$ cat config.mk
export PLATFORM = sky130hd
export DESIGN_NAME = display_arbiter
export DESIGN_NICKNAME = d
export VERILOG_FILES = /design/src/rtl/disp_arb_pkg.sv /design/src/rtl/dwell_timer.sv /design/src/rtl/display_arbiter.sv
export SDC_FILE = /design/constraint.sdc
export NUM_CORES = 1
export LEC_CHECK = 0
export CAP_MARGIN = 20
export CORE_MARGIN = 3
export CORE_UTILIZATION = 40
export DETAILED_ROUTE_END_ITERATION = 10
export PLACE_DENSITY = 0.73
export SYNTH_ARGS = -nofsm -noshare
export SYNTH_HDL_FRONTEND = slang
export SYNTH_SLANG_ARGS = --single-unit
export TNS_END_PERCENT = 30
$ cat constraint.sdc
create_clock -name i_clk -period 9.7 [get_ports i_clk]
set_input_delay 2.91 -clock i_clk [delete_from_list [all_inputs] [get_ports i_clk]]
set_output_delay 2.91 -clock i_clk [all_outputs]
set_load 0.005 [all_outputs]
$ cat src/rtl/disp_arb_pkg.sv
// -----------------------------------------------------------------------------
// disp_arb_pkg
// Shared definitions for the seven-segment display arbiter:
//   - state_t    : arbiter FSM states (IDLE, DWELL, MANUAL)
//   - NUM_SRC    : number of display sources
//   - OFF_CODE   : value driven to the decoder when the display is blank
//   - rr_next()  : round-robin search helper (pointer + request -> index/valid)
// -----------------------------------------------------------------------------
package disp_arb_pkg;

    localparam int         NUM_SRC  = 4;
    localparam logic [3:0] OFF_CODE = 4'hF;

    typedef enum logic [1:0] {
        ST_IDLE   = 2'd0,
        ST_DWELL  = 2'd1,
        ST_MANUAL = 2'd2
    } state_t;

    typedef struct packed {
        logic       valid;
        logic [1:0] idx;
    } rr_pick_t;

    // Search ptr+1, ptr+2, ptr+3, ptr+4 (mod 4) for the first requester.
    // ptr+4 is ptr itself, so a lone current requester is picked again.
    // The loop runs from the farthest candidate to the nearest so the
    // nearest match is the last one written and therefore wins.
    function automatic rr_pick_t rr_next(input logic [1:0] ptr,
                                         input logic [3:0] req);
        rr_pick_t   pick;
        logic [1:0] cand;
        pick = '0;
        for (int k = NUM_SRC; k >= 1; k--) begin
            cand = ptr + 2'(k);
            if (req[cand]) begin
                pick.valid = 1'b1;
                pick.idx   = cand;
            end
        end
        return pick;
    endfunction

endpackage

$ cat src/rtl/dwell_timer.sv
// -----------------------------------------------------------------------------
// dwell_timer
// Loadable down-counter that measures how long a grant is held.
// Ports:
//   i_clk    system clock
//   i_reset  synchronous active-high reset (count -> 0)
//   i_load   load DWELL_CYCLES-1 (has priority over i_en)
//   i_en     decrement by one; the count stops at zero
//   o_zero   count is zero (dwell expired)
// -----------------------------------------------------------------------------
module dwell_timer #(
    parameter int DWELL_CYCLES = 50_000_000
) (
    input  logic i_clk,
    input  logic i_reset,
    input  logic i_load,
    input  logic i_en,
    output logic o_zero
);

    localparam int               CNT_W    = $clog2(DWELL_CYCLES);
    localparam logic [CNT_W-1:0] LOAD_VAL = CNT_W'(DWELL_CYCLES - 1);

    logic [CNT_W-1:0] r_count;

    always_ff @(posedge i_clk) begin
        if (i_reset) begin
            r_count <= '0;
        end else if (i_load) begin
            r_count <= LOAD_VAL;
        end else if (i_en && (r_count != '0)) begin
            r_count <= r_count - CNT_W'(1);
        end
    end

    assign o_zero = (r_count == '0);

endmodule

$ cat src/rtl/display_arbiter.sv
// -----------------------------------------------------------------------------
// display_arbiter
// Time-shares one seven-segment display among four 4-bit sources. In auto
// mode it rotates round-robin among requesting sources, holding each grant
// for DWELL_CYCLES cycles; in manual mode it follows i_man_sel. All outputs
// are registered.
//
// Optional feature macro: DISP_ARB_HOLD_EN
//   defined   -> i_hold port exists; while hold=1 in DWELL the dwell counter
//                freezes and expiry is suppressed (a dropped req still rotates)
//   undefined -> no i_hold port; rotation is purely dwell-driven
//
// Ports:
//   i_clk        system clock
//   i_reset      synchronous active-high reset
//   i_auto_en    1 = round-robin auto mode, 0 = manual
//   i_man_sel    source index used in manual mode
//   i_req        per-source request, bit i = source i
//   i_src_val    packed source values, [4i+3:4i] = source i
//   i_hold       freeze rotation (DISP_ARB_HOLD_EN only)
//   o_grant      one-hot granted source, 0 when blank
//   o_sel        index of granted source (mux select)
//   o_disp_val   value to decode, OFF_CODE when blank
//   o_blank      display off
//   o_switch_p   one-cycle pulse when the grant value changes
// -----------------------------------------------------------------------------
module display_arbiter
    import disp_arb_pkg::*;
#(
    parameter int DWELL_CYCLES = 50_000_000
) (
    input  logic        i_clk,
    input  logic        i_reset,
    input  logic        i_auto_en,
    input  logic [1:0]  i_man_sel,
    input  logic [3:0]  i_req,
    input  logic [15:0] i_src_val,
`ifdef DISP_ARB_HOLD_EN
    input  logic        i_hold,
`endif
    output logic [3:0]  o_grant,
    output logic [1:0]  o_sel,
    output logic [3:0]  o_disp_val,
    output logic        o_blank,
    output logic        o_switch_p
);

    // Registered state
    state_t     r_state;
    logic [1:0] r_last_idx;
    logic [3:0] r_grant;
    logic [1:0] r_sel;
    logic [3:0] r_disp;
    logic       r_blank;
    logic       r_switch;

    // Combinational next values
    state_t     w_state_next;
    logic [1:0] w_last_next;
    logic [3:0] w_grant_next;
    logic [1:0] w_sel_next;
    logic       w_arb;
    logic       w_load;
    logic       w_en;
    logic       w_zero;
    logic       w_hold;
    rr_pick_t   w_pick;
    logic [3:0] w_src [NUM_SRC];

`ifdef DISP_ARB_HOLD_EN
    assign w_hold = i_hold;
`else
    assign w_hold = 1'b0;
`endif

    // Unpack the source values into an indexable array
    generate
        for (genvar gi = 0; gi < NUM_SRC; gi++) begin : g_src
            assign w_src[gi] = i_src_val[4*gi +: 4];
        end
    endgenerate

    assign w_pick = rr_next(r_last_idx, i_req);

    dwell_timer #(
        .DWELL_CYCLES (DWELL_CYCLES)
    ) u_dwell_timer (
        .i_clk   (i_clk),
        .i_reset (i_reset),
        .i_load  (w_load),
        .i_en    (w_en),
        .o_zero  (w_zero)
    );

    always_comb begin
        w_state_next = r_state;
        w_last_next  = r_last_idx;
        w_grant_next = r_grant;
        w_sel_next   = r_sel;
        w_arb        = 1'b0;
        w_load       = 1'b0;
        w_en         = 1'b0;

        if (!i_auto_en) begin
            // Manual mode wins over anything auto mode would do this cycle
            w_state_next = ST_MANUAL;
            w_sel_next   = i_man_sel;
            w_grant_next = i_req[i_man_sel] ? (4'b0001 << i_man_sel) : 4'b0000;
        end else begin
            unique case (r_state)
                ST_IDLE: begin
                    w_arb = 1'b1;
                end
                ST_DWELL: begin
                    // r_last_idx always names the source granted in DWELL
                    if (!i_req[r_last_idx] || (w_zero && !w_hold)) begin
                        w_arb = 1'b1;
                    end else begin
                        w_en = !w_hold;
                    end
                end
                ST_MANUAL: begin
                    // Leave manual through IDLE; the pointer was never touched
                    w_state_next = ST_IDLE;
                    w_grant_next = 4'b0000;
                end
                default: begin
                    w_state_next = ST_IDLE;
                    w_grant_next = 4'b0000;
                end
            endcase

            if (w_arb) begin
                if (w_pick.valid) begin
                    w_state_next = ST_DWELL;
                    w_last_next  = w_pick.idx;
                    w_sel_next   = w_pick.idx;
                    w_grant_next = 4'b0001 << w_pick.idx;
                    w_load       = 1'b1;
                end else begin
                    w_state_next = ST_IDLE;
                    w_grant_next = 4'b0000;
                end
            end
        end
    end

    always_ff @(posedge i_clk) begin
        if (i_reset) begin
            r_state    <= ST_IDLE;
            r_last_idx <= 2'd3;
            r_grant    <= 4'b0000;
            r_sel      <= 2'd0;
            r_disp     <= OFF_CODE;
            r_blank    <= 1'b1;
            r_switch   <= 1'b0;
        end else begin
            r_state    <= w_state_next;
            r_last_idx <= w_last_next;
            r_grant    <= w_grant_next;
            r_sel      <= w_sel_next;
            r_blank    <= (w_grant_next == 4'b0000);
            // Value follows the granted source every cycle, not just at grant
            r_disp     <= (w_grant_next == 4'b0000) ? OFF_CODE : w_src[w_sel_next];
            r_switch   <= (w_grant_next != r_grant);
        end
    end

    assign o_grant    = r_grant;
    assign o_sel      = r_sel;
    assign o_disp_val = r_disp;
    assign o_blank    = r_blank;
    assign o_switch_p = r_switch;

endmodule

==> metrics.txt, run 1 <==
# TYPE chip_impl_metric gauge
chip_impl_info{name="run_status",value="complete, no violations"} 1
chip_impl_metric{name="starting_utilization_of_the_core_area",unit="%"} 43.24
chip_impl_metric{name="iteration_0_drc_markers",unit=""} 41
chip_impl_metric{name="cts.clk_slew.worst_paths",unit="ns"} 0.08
chip_impl_metric{name="path_max_fanout",unit=""} 15
chip_impl_metric{name="power.ir.vdd_worst",unit="mV"} 0.05643
chip_impl_metric{name="post_synth_edffs",unit=""} 0
chip_impl_metric{name="placed_cell_area",unit="µm²"} 2522
chip_impl_metric{name="grt_usage",unit="%"} 16.77
chip_impl_info{name="worstHoldPathType",value="reg -> reg"} 1
chip_impl_metric{name="power.leakage",unit="nW"} 0.9667
chip_impl_metric{name="hpwl",unit="µm"} 3433
chip_impl_metric{name="remaining_global_route_overflow",unit=""} 0
chip_impl_metric{name="max-cap-violations",unit=""} 0
chip_impl_metric{name="fp.dieArea",unit="µm²"} 6256
chip_impl_metric{name="die_w",unit="µm"} 79.10
chip_impl_metric{name="layout.nets",unit=""} 304
chip_impl_metric{name="cp.arrival",unit="ns"} 5.60
chip_impl_metric{name="clock_insertion_delay_worst_skew",unit="ns"} 0.30
chip_impl_metric{name="grt_start_max_net_pins",unit=""} 32
chip_impl_info{name="synth_largest_area_cell",value="dfxtp_1"} 1
chip_impl_metric{name="drc",unit=""} 0
chip_impl_info{name="r2r-end",value="o_disp_val[2]"} 1
chip_impl_metric{name="htreeDepth",unit=""} 2
chip_impl_metric{name="netlist.area_leader.share",unit="%"} 39.34
chip_impl_metric{name="yosysSeqAreaShare",unit="%"} 39.34
chip_impl_metric{name="syn_nets",unit=""} 273
chip_impl_metric{name="final_area",unit="µm²"} 2629
chip_impl_metric{name="cts_resized",unit=""} 0
chip_impl_metric{name="number_of_cell_rows",unit=""} 25
chip_impl_metric{name="first_global_vias",unit=""} 1873
chip_impl_info{name="grt_setup_unrepaired",value="false"} 1
chip_impl_metric{name="die_y",unit="µm"} 79.10
chip_impl_metric{name="postSynth.asyncResetShare",unit="%"} 0
chip_impl_metric{name="finalSetupViolations",unit=""} 0
chip_impl_info{name="cell_types_occupying_the_most_area_after_synthesis",value="dfxtp_1 39%, xor2_1 6.1%, a21oi_1 6.1%"} 1
chip_impl_metric{name="timing.max_slew.rel_slack",unit="%"} 54.00
chip_impl_metric{name="routed_wire_length_per_instance",unit="µm"} 13.89
chip_impl_metric{name="grt_pass1_wl",unit="µm"} 8438
chip_impl_metric{name="rrSetupSlack",unit="ns"} 6.37
chip_impl_metric{name="finalHoldViolCount",unit=""} 0
chip_impl_info{name="capturing_instance_or_port_of_the_critical_path",value="o_disp_val[2]"} 1
chip_impl_metric{name="period_share",unit="%"} 55.87
chip_impl_metric{name="vias_per_cell",unit=""} 5.403
chip_impl_metric{name="remaining_antenna_violation_count",unit=""} 0
chip_impl_metric{name="area_delta_synth_final",unit="%"} 23.01
chip_impl_info{name="clk_root_buffer_cell",value="clkbuf_8"} 1
chip_impl_metric{name="num_antenna_cells",unit=""} 0
chip_impl_info{name="clock_tree_from_tritoncts",value="yes"} 1
chip_impl_metric{name="synth.distinct_cells",unit=""} 51
chip_impl_metric{name="whs",unit="ns"} 0.5197
chip_impl_metric{name="synth.yosys.warnings",unit=""} 0
chip_impl_metric{name="route.vias.total",unit=""} 1864
chip_impl_metric{name="cell_pwr_density",unit="nW/µm²"} 158.4
chip_impl_metric{name="post-cts-setup-buffers",unit=""} 0
chip_impl_info{name="timing.rr.start",value="u_dwell_timer.r_count[3]"} 1
chip_impl_metric{name="core",unit="µm²"} 4942
chip_impl_metric{name="drive_gt1_share",unit="%"} 5.755
chip_impl_metric{name="portBuffers",unit=""} 36
chip_impl_metric{name="finalSetupTns",unit="ns"} 0
chip_impl_metric{name="worst_slew_pin_slew",unit="ns"} 0.6900
chip_impl_metric{name="tritoncts.num_buffers",unit=""} 5
chip_impl_info{name="criticalPathCategory",value="in -> reg"} 1
chip_impl_metric{name="finClkSkew",unit="ns"} 0.008015
chip_impl_metric{name="clkSinkCount",unit=""} 42
chip_impl_metric{name="grt_antenna_before_repair",unit=""} 0
chip_impl_info{name="setup.worst_path.end_class",value="flip-flop"} 1
chip_impl_metric{name="routed_wirelength",unit="µm"} 4791
chip_impl_metric{name="postSynthRegisterBits",unit=""} 42
chip_impl_metric{name="ctsHoldBuffers",unit=""} 0
chip_impl_metric{name="num_io_pins",unit=""} 37
chip_impl_metric{name="depth_of_the_most_critical_reg_to_reg_path",unit=""} 7
chip_impl_info{name="startpoint",value="i_req[3]"} 1
chip_impl_info{name="cp-start-kind",value="input port"} 1
chip_impl_metric{name="critical_path_required",unit="ns"} 9.88
chip_impl_metric{name="final_max_slew_viol_count",unit=""} 0
chip_impl_metric{name="finalWeightedCongestion",unit=""} 0.9043
chip_impl_metric{name="dr.pass1.iters",unit=""} 4
chip_impl_metric{name="synthesis.area",unit="µm²"} 2137
chip_impl_metric{name="layout_min_cycle_time",unit="ns"} 5.420
chip_impl_metric{name="clk_path_buf_depth",unit=""} 2
chip_impl_metric{name="synthCells",unit=""} 246
chip_impl_info{name="predominant_post_synthesis_flop_cell",value="dfxtp_1"} 1
chip_impl_metric{name="syn_avg_cell_area",unit="µm²"} 8.687
chip_impl_metric{name="fmax",unit="MHz"} 184.5
-- layout by cell type, fill, tap and decap left out, types with 8 or more instances in the layout --
cell type,netlist,routed
dfxtp_1,42,42
clkdlybuf4s50_1,0,36
nor2_1,26,26
a21oi_1,26,26
xor2_1,15,15
nand2_1,12,12
xnor2_1,12,12
nor3_1,9,9
o21ai_0,8,8
and3_1,8,8
-- where the power goes --
part | switching [mW] | internal [mW]
clock network | 0.0593 | 0.0771
logic | 0.0405 | 0.0433
registers | 0.0104 | 0.186
-- cell type report --
cell class,instances,area [µm²]
clock buffers,7,76.32
inverters,6,22.52
flip-flops and latches,42,840.8
well taps,67,83.83
multi-input cells,185,1207
clock inverters,1,30.03
repair buffers,37,367.9
fillers,470,2313
-- cells in the mapped netlist (all sizes together), types with 3 or more instances --
cell,number
nand2,12
inv,6
nand3,6
nand2b,6
a211o,3
xnor2,12
xor2,15
or4,8
nor2,26
clkbuf,9
o21ai,9
nor3,10
or3,3
nor4,6
buf,4
dfxtp,42
a21oi,26
and3,8
-- cells by family after synthesis --
group / Yosys count / share of synthesized area, %
adders and majority gates: 2 / 1.171
AOI/OAI and AO/OA: 54 / 16.75
DFF: 42 / 39.34
xor gates and xnor gates: 27 / 11.07
muxes: 1 / 1.054
buffers and inverters: 19 / 4.157
and+or+nand+nor: 101 / 26.46
-- metrics by stage --
stage               power (mW)  instances  worst slack [ns]  util [%]
global route            0.4385        345             4.094     53.19
global placement        0.2823        337             4.045     51.04
finish                  0.4163        345             4.280     53.19
floorplan               0.2522        246             4.767         -
CTS                     0.4193        345             4.318     53.19
detailed placement      0.2835        337             4.001     51.04
-- routing by layer --
metal / GRT usage, % / part of all wire (%) / wire, µm / up-vias
met2: 26.35 / 44 / 2122 / 52
met3: 4.308 / 4.9 / 235 / 12
met1: 21.82 / 49 / 2324 / 860
met5: 0 / 0 / 0 / -
met4: 6.873 / 2.3 / 109 / 0
li1: - / - / - / 940
-- flip-flops by register name (all words and copies together), names as in the netlist --
signal and cells:
r_last_idx 2, o_sel 2, u_dwell_timer.r_count 26, o_switch_p 1, o_disp_val 4, r_state 2, o_blank 1, o_grant 4
-- critical path, cell delays in order --
cell	delay (ns)
clkdlybuf4s50_1	0.49
mux4_2	0.52
and2_1	0.18
o31a_4	0.16
nand2b_1	0.19
a311oi_2	0.65
a21oi_1	0.08
or4_1	0.41
-- worst min path at each step --
stage	start	cells past startpoint	to	slack, ns
floorplan	u_dwell_timer.r_count[24]	2	u_dwell_timer.r_count[24]	0.48
global placement	u_dwell_timer.r_count[18]	2	u_dwell_timer.r_count[18]	0.50
detailed placement	u_dwell_timer.r_count[18]	2	u_dwell_timer.r_count[18]	0.51
CTS	u_dwell_timer.r_count[18]	2	u_dwell_timer.r_count[18]	0.52
global route	u_dwell_timer.r_count[24]	2	u_dwell_timer.r_count[24]	0.56
finish	u_dwell_timer.r_count[18]	2	u_dwell_timer.r_count[18]	0.52
Power figures use the tool's default switching activity.
==> run 2: changes to the inputs <==
==> constraint.sdc (replaced) <==
create_clock -name i_clk -period 5.22 [get_ports i_clk]
set_input_delay 1.566 -clock i_clk [delete_from_list [all_inputs] [get_ports i_clk]]
set_output_delay 1.566 -clock i_clk [all_outputs]
set_load 0.005 [all_outputs]
==> run 2 against run 1 <==
Compared with the run above:
- first-iteration DRC count up 44%
- combinational power grew 86%
- die area unchanged
- total power increased by 73%
- final cell count shrank 0.29%
- critical path depth did not move
- count of clock-buffer cells in the layout decreased by 1
- highest routed layer unchanged
- critical endpoint is now o_disp_val[1]
- non-clock buffer count is the same
- sequential share of layout area up 0.32 points
- clock skew grew 0.0034 ns
- final area down 1.0%
- sequential power rose by 86%
==> metrics.txt, run 2 (synthesis gave the netlist of run 1 again) <==
# TYPE chip_impl_metric gauge
chip_impl_metric{name="remaining_antenna_violation_count",unit=""} 0
chip_impl_metric{name="area_delta_synth_final",unit="%"} 21.78
chip_impl_info{name="clock_tree_from_tritoncts",value="yes"} 1
chip_impl_metric{name="htreeDepth",unit=""} 2
chip_impl_info{name="cp-start-kind",value="input port"} 1
chip_impl_metric{name="layout.nets",unit=""} 304
chip_impl_metric{name="final_area",unit="µm²"} 2603
chip_impl_metric{name="routed_wire_length_per_instance",unit="µm"} 14.03
chip_impl_info{name="layout_common_cells",value="42 x dfxtp_1, 36 x clkdlybuf4s50_1, 26 x nor2_1, 26 x a21oi_1, 15 x xor2_1"} 1
chip_impl_metric{name="cts_resized",unit=""} 0
chip_impl_metric{name="final_max_slew_viol_count",unit=""} 0
chip_impl_metric{name="routed_wirelength",unit="µm"} 4826
chip_impl_metric{name="hpwl",unit="µm"} 3511
chip_impl_metric{name="drive_gt1_share",unit="%"} 5.776
chip_impl_metric{name="clk_path_buf_depth",unit=""} 2
chip_impl_metric{name="largest_register_ffs",unit=""} 26
chip_impl_metric{name="dr.pass1.iters",unit=""} 5
chip_impl_metric{name="critical_path_required",unit="ns"} 5.39
chip_impl_metric{name="cp.arrival",unit="ns"} 4.30
chip_impl_info{name="setup.worst_path.end_class",value="flip-flop"} 1
chip_impl_metric{name="grt_pass1_wl",unit="µm"} 8645
chip_impl_info{name="grt_setup_unrepaired",value="false"} 1
chip_impl_metric{name="grt_antenna_before_repair",unit=""} 0
chip_impl_metric{name="vias_per_cell",unit=""} 5.506
chip_impl_metric{name="ctsHoldBuffers",unit=""} 0
chip_impl_metric{name="power.ir.vdd_worst",unit="mV"} 0.1236
chip_impl_metric{name="clkSinkCount",unit=""} 42
chip_impl_metric{name="finalWeightedCongestion",unit=""} 0.8721
chip_impl_metric{name="cts.clk_slew.worst_paths",unit="ns"} 0.08
chip_impl_metric{name="portBuffers",unit=""} 36
chip_impl_metric{name="starting_utilization_of_the_core_area",unit="%"} 43.24
chip_impl_info{name="run_status",value="complete, no violations"} 1
chip_impl_metric{name="worst_slew_pin_slew",unit="ns"} 0.6679
chip_impl_metric{name="multi_input_area",unit="µm²"} 1207
chip_impl_metric{name="iteration_0_drc_markers",unit=""} 59
chip_impl_metric{name="die_y",unit="µm"} 79.10
chip_impl_info{name="criticalPathCategory",value="in -> reg"} 1
chip_impl_metric{name="fmax",unit="MHz"} 242.5
chip_impl_metric{name="tritoncts.num_buffers",unit=""} 5
chip_impl_metric{name="num_antenna_cells",unit=""} 0
chip_impl_metric{name="core",unit="µm²"} 4942
chip_impl_metric{name="number_of_cell_rows",unit=""} 25
chip_impl_metric{name="path_max_fanout",unit=""} 15
chip_impl_metric{name="layout_min_cycle_time",unit="ns"} 4.124
chip_impl_metric{name="area.sequential",unit="µm²"} 840.8
chip_impl_metric{name="drc",unit=""} 0
chip_impl_metric{name="final_cell_count_no_fill",unit=""} 344
chip_impl_metric{name="period_share",unit="%"} 79.01
chip_impl_metric{name="clock_insertion_delay_worst_skew",unit="ns"} 0.29
chip_impl_metric{name="fp.dieArea",unit="µm²"} 6256
chip_impl_metric{name="power.leakage",unit="nW"} 0.9515
chip_impl_metric{name="timing.max_slew.rel_slack",unit="%"} 55.48
chip_impl_metric{name="route.vias.total",unit=""} 1894
chip_impl_metric{name="max-cap-violations",unit=""} 0
chip_impl_metric{name="grt_start_max_net_pins",unit=""} 31
chip_impl_metric{name="cell_pwr_density",unit="nW/µm²"} 276.6
chip_impl_metric{name="finalSetupViolations",unit=""} 0
chip_impl_metric{name="grt_usage",unit="%"} 17.07
chip_impl_metric{name="num_io_pins",unit=""} 37
chip_impl_info{name="leading_cell_type_in_the_layout_fill_and_taps_excluded",value="dfxtp_1"} 1
chip_impl_metric{name="remaining_global_route_overflow",unit=""} 0
chip_impl_metric{name="finalHoldViolCount",unit=""} 0
chip_impl_metric{name="first_global_vias",unit=""} 1946
chip_impl_metric{name="placed_cell_area",unit="µm²"} 2522
chip_impl_info{name="clk_root_buffer_cell",value="clkbuf_8"} 1
chip_impl_metric{name="fillers",unit=""} 495
chip_impl_metric{name="finClkSkew",unit="ns"} 0.01145
chip_impl_info{name="max_flop_register",value="u_dwell_timer.r_count"} 1
chip_impl_metric{name="post-place-cells",unit=""} 337
chip_impl_metric{name="post-cts-setup-buffers",unit=""} 0
chip_impl_metric{name="finalSetupTns",unit="ns"} 0
chip_impl_info{name="worstHoldPathType",value="reg -> reg"} 1
chip_impl_metric{name="die_w",unit="µm"} 79.10
[run 2: cell count changes in the layout (fill, tap and decap cells not counted)]
cell,change
clkbuf_1,-1
bufinv_16,-1
clkinvlp_4,+1
[run 2: cell type report]
type,count,area share [%]
timing repair buffer,37,14.13
clock inverter,1,0.2885
inverter,6,0.8654
tap,67,3.221
multi-input combinational,185,46.39
clock buffer,6,2.788
sequential,42,32.31
[run 2: worst max-delay path, stage by stage]
cell	delay, ns
clkdlybuf4s50_1	0.49
mux4_2	0.51
and2_1	0.18
o31a_4	0.17
nand2b_1	0.19
a311oi_2	0.64
a21oi_1	0.12
or4_1	0.43
[run 2: power by group]
part | internal, mW | total, mW | switching (mW)
clock | 0.0917 | 0.199 | 0.107
sequential | 0.345 | 0.365 | 0.0195
combinational | 0.0806 | 0.156 | 0.0756
[run 2: stage by stage]
| stage | hold WS, ns | utilization (%) | setup WS [ns] | power [mW] |
|---|---|---|---|---|
| 6_report | 0.5233 | 52.66 | 1.096 | 0.7199 |
| 5_1_grt | 0.5632 | 52.66 | 0.7866 | 0.7615 |
| 4_1_cts | 0.5197 | 52.66 | 1.134 | 0.7282 |
| 3_5_place_dp | 0.5074 | 51.04 | 0.8248 | 0.5273 |
| 3_3_place_gp | 0.4935 | 51.04 | 0.8825 | 0.5239 |
| 2_1_floorplan | 0.4784 | - | 1.631 | 0.4686 |
[run 2: layer usage]
layer | track usage [%] | wire length, µm | vias to the layer above
li1 | - | - | 942
met1 | 21.95 | 2242 | 880
met2 | 27.19 | 2227 | 66
met3 | 4.875 | 310 | 6
met4 | 6.186 | 45 | 0
met5 | 0 | 0 | -
[run 2: path summary, 6_finish.rpt]
check | startpoint | endpoint | slack, ns | cells past startpoint
min reg2reg | u_dwell_timer.r_count[18] | u_dwell_timer.r_count[18] | 0.52 | 2
max reg2reg | u_dwell_timer.r_count[3] | o_disp_val[1] | 1.84 | 7
min | u_dwell_timer.r_count[18] | u_dwell_timer.r_count[18] | 0.52 | 2
max | i_req[3] | o_disp_val[1] | 1.10 | 8
==> run 3: changes to the inputs <==
--- a/config.mk
+++ b/config.mk
@@ -9,7 +9,7 @@
 export CORE_MARGIN = 3
 export CORE_UTILIZATION = 40
 export DETAILED_ROUTE_END_ITERATION = 10
-export PLACE_DENSITY = 0.73
+export PLACE_DENSITY = 0.76
 export SYNTH_ARGS = -nofsm -noshare
 export SYNTH_HDL_FRONTEND = slang
 export SYNTH_SLANG_ARGS = --single-unit
==> constraint.sdc (replaced) <==
create_clock -name i_clk -period 3.7 [get_ports i_clk]
set_input_delay 1.11 -clock i_clk [delete_from_list [all_inputs] [get_ports i_clk]]
set_output_delay 1.11 -clock i_clk [all_outputs]
set_load 0.005 [all_outputs]
==> run 3 against run 2 <==
Compared with the run above:
- total power is 46% higher
- global-route usage is 0.12 points higher
- register-to-register slack worse by 1.4 ns
- final cell count is 5.2% higher
- count of clock-buffer cells in the layout is 1 lower
- final area is 5.4% higher
- clock skew is 0.0021 ns higher
- critical endpoint unchanged
- highest routed layer unchanged
==> metrics.txt, run 3 (synthesis gave the netlist of run 1 again) <==
# TYPE chip_impl_metric gauge
chip_impl_metric{name="min_path_cells",unit=""} 2
chip_impl_metric{name="power.sequential.fraction",unit="%"} 48.8
chip_impl_metric{name="post-route-util",unit="%"} 55.49
chip_impl_metric{name="power.leakage",unit="nW"} 1.037
chip_impl_metric{name="finalSetupViolations",unit=""} 0
chip_impl_metric{name="finalHoldViolCount",unit=""} 0
chip_impl_metric{name="starting_utilization_of_the_core_area",unit="%"} 43.24
chip_impl_metric{name="remaining_antenna_violation_count",unit=""} 0
chip_impl_metric{name="finalWeightedCongestion",unit=""} 0.8906
chip_impl_metric{name="power.ir.vdd_worst",unit="mV"} 0.1792
chip_impl_metric{name="placed_cell_area",unit="µm²"} 2650
chip_impl_metric{name="fillers",unit=""} 462
chip_impl_info{name="layout_common_cells",value="42 x dfxtp_1, 36 x clkdlybuf4s50_1, 26 x nor2_1, 26 x a21oi_1, 18 x buf_4"} 1
chip_impl_metric{name="final_max_slew_viol_count",unit=""} 0
chip_impl_metric{name="fmax",unit="MHz"} 290.1
chip_impl_metric{name="iteration_0_drc_markers",unit=""} 112
chip_impl_metric{name="htreeDepth",unit=""} 2
chip_impl_metric{name="grt_start_max_net_pins",unit=""} 31
chip_impl_metric{name="tritoncts.num_buffers",unit=""} 5
chip_impl_info{name="worstHoldPathType",value="reg -> reg"} 1
chip_impl_metric{name="post-place-cells",unit=""} 354
chip_impl_metric{name="cts_resized",unit=""} 0
chip_impl_metric{name="path_max_fanout",unit=""} 13
chip_impl_metric{name="core",unit="µm²"} 4942
chip_impl_metric{name="cp.arrival",unit="ns"} 3.62
chip_impl_metric{name="drc",unit=""} 0
chip_impl_metric{name="routed_wire_length_per_instance",unit="µm"} 13.58
chip_impl_metric{name="share_comb_of_total_power",unit="%"} 22.6
chip_impl_metric{name="num_io_pins",unit=""} 37
chip_impl_metric{name="period_share",unit="%"} 93.16
chip_impl_metric{name="vias_per_cell",unit=""} 5.367
chip_impl_metric{name="clock_insertion_delay_worst_skew",unit="ns"} 0.30
chip_impl_metric{name="hpwl",unit="µm"} 3617
chip_impl_metric{name="cellInternalPower",unit="mW"} 0.7502
chip_impl_metric{name="portBuffers",unit=""} 36
chip_impl_metric{name="area_delta_synth_final",unit="%"} 28.34
chip_impl_metric{name="layout.nets",unit=""} 321
chip_impl_metric{name="grt_antenna_before_repair",unit=""} 0
chip_impl_metric{name="layout_min_cycle_time",unit="ns"} 3.447
chip_impl_metric{name="critical_path_required",unit="ns"} 3.87
chip_impl_info{name="setup.worst_path.end_class",value="flip-flop"} 1
chip_impl_metric{name="die_w",unit="µm"} 79.10
chip_impl_metric{name="cell_pwr_density",unit="nW/µm²"} 384.5
chip_impl_metric{name="number_of_cell_rows",unit=""} 25
chip_impl_metric{name="dr.pass1.iters",unit=""} 4
chip_impl_metric{name="max-cap-violations",unit=""} 0
chip_impl_info{name="max_flop_register",value="u_dwell_timer.r_count"} 1
chip_impl_metric{name="clkSinkCount",unit=""} 42
chip_impl_metric{name="cts.clk_slew.worst_paths",unit="ns"} 0.09
chip_impl_info{name="grt_setup_unrepaired",value="false"} 1
chip_impl_metric{name="final_cell_count_no_fill",unit=""} 362
chip_impl_metric{name="fin_total_pwr",unit="mW"} 1.055
chip_impl_metric{name="post-cts-setup-buffers",unit=""} 0
chip_impl_metric{name="remaining_global_route_overflow",unit=""} 0
chip_impl_metric{name="multi_input_area",unit="µm²"} 1207
chip_impl_metric{name="largest_register_ffs",unit=""} 26
chip_impl_info{name="run_status",value="complete, no violations"} 1
chip_impl_metric{name="num_antenna_cells",unit=""} 0
chip_impl_metric{name="routed_wirelength",unit="µm"} 4916
chip_impl_metric{name="total_switching_power",unit="mW"} 0.3043
chip_impl_metric{name="route.vias.total",unit=""} 1943
chip_impl_info{name="cp-start-kind",value="input port"} 1
chip_impl_info{name="criticalPathCategory",value="in -> reg"} 1
chip_impl_metric{name="die_y",unit="µm"} 79.10
chip_impl_metric{name="finalSetupTns",unit="ns"} 0
chip_impl_metric{name="clk_path_buf_depth",unit=""} 2
chip_impl_metric{name="finClkSkew",unit="ns"} 0.01351
chip_impl_info{name="leading_cell_type_in_the_layout_fill_and_taps_excluded",value="dfxtp_1"} 1
chip_impl_metric{name="grt_usage",unit="%"} 17.20
chip_impl_metric{name="drive_gt1_share",unit="%"} 11.86
chip_impl_metric{name="ctsHoldBuffers",unit=""} 0
chip_impl_metric{name="depth_of_the_most_critical_reg_to_reg_path",unit=""} 7
chip_impl_info{name="clk_root_buffer_cell",value="clkbuf_8"} 1
chip_impl_metric{name="area.sequential",unit="µm²"} 840.8
chip_impl_metric{name="power.switching_fraction",unit="%"} 28.86
chip_impl_metric{name="worst_slew_pin_slew",unit="ns"} 0.6835
chip_impl_metric{name="clock_network_fraction_of_design_power",unit="%"} 28.6
chip_impl_metric{name="first_global_vias",unit=""} 1914
chip_impl_metric{name="timing.max_slew.rel_slack",unit="%"} 54.43
chip_impl_metric{name="fp.dieArea",unit="µm²"} 6256
chip_impl_metric{name="final_area",unit="µm²"} 2743
chip_impl_metric{name="grt_pass1_wl",unit="µm"} 8556
chip_impl_info{name="clock_tree_from_tritoncts",value="yes"} 1
run 3: changes by cell type in the layout (fill, tap and decap cells not counted), sizes merged:
cell      change
buf          +17
clkbuf        -1
clkinvlp      +1
inv           +1
run 3: layout make-up:
cell class              count  share of cell area (%)
clock inverters             3                  0.8668
flip-flops and latches     42                   30.66
inverters                   6                  0.8212
clock buffers               5                   2.509
multi-input cells         185                   44.02
well taps                  67                   3.057
repair buffers             54                   18.07
run 3: power groups by stage:
stage                     logic (mW)  clock network, mW  registers (mW)
after floorplan                0.141                  0           0.520
after global placement         0.233                  0           0.524
after detailed placement       0.237                  0           0.525
after CTS                      0.238              0.312           0.515
after global routing           0.266              0.332           0.519
final                          0.238              0.302           0.515
run 3: worst max-delay path, stage by stage:
cell             delay [ns]
clkdlybuf4s50_1        0.41
mux4_2                 0.46
and2_1                 0.19
o31a_4                 0.13
nand2b_1               0.17
a311oi_2               0.64
a21oi_1                0.08
or4_1                  0.42
run 3: final timing paths:
kind | startpoint | endpoint | slack (ns)
max | i_req[3] | o_disp_val[1] | 0.25
min | u_dwell_timer.r_count[9] | u_dwell_timer.r_count[9] | 0.53
max reg2reg | u_dwell_timer.r_count[3] | o_disp_val[1] | 0.41
min reg2reg | u_dwell_timer.r_count[9] | u_dwell_timer.r_count[9] | 0.53
run 3: metrics by stage:
stage,setup slack [ns],hold WS [ns]
after floorplan,0.5668,0.4784
after global placement,0.04643,0.4941
after detailed placement,-0.05631,0.5032
after CTS,0.2777,0.5223
after global routing,0.06529,0.5642
final,0.2530,0.5270
run 3: layer usage:
metal  global-route usage [%]  vias to the layer above  wire length, µm
met4                    6.014                        0               79
met3                    4.875                        9              286
met2                    28.37                       71             2347
met5                        0                        -                0
met1                    21.40                      886             2202
li1                         -                      977                -
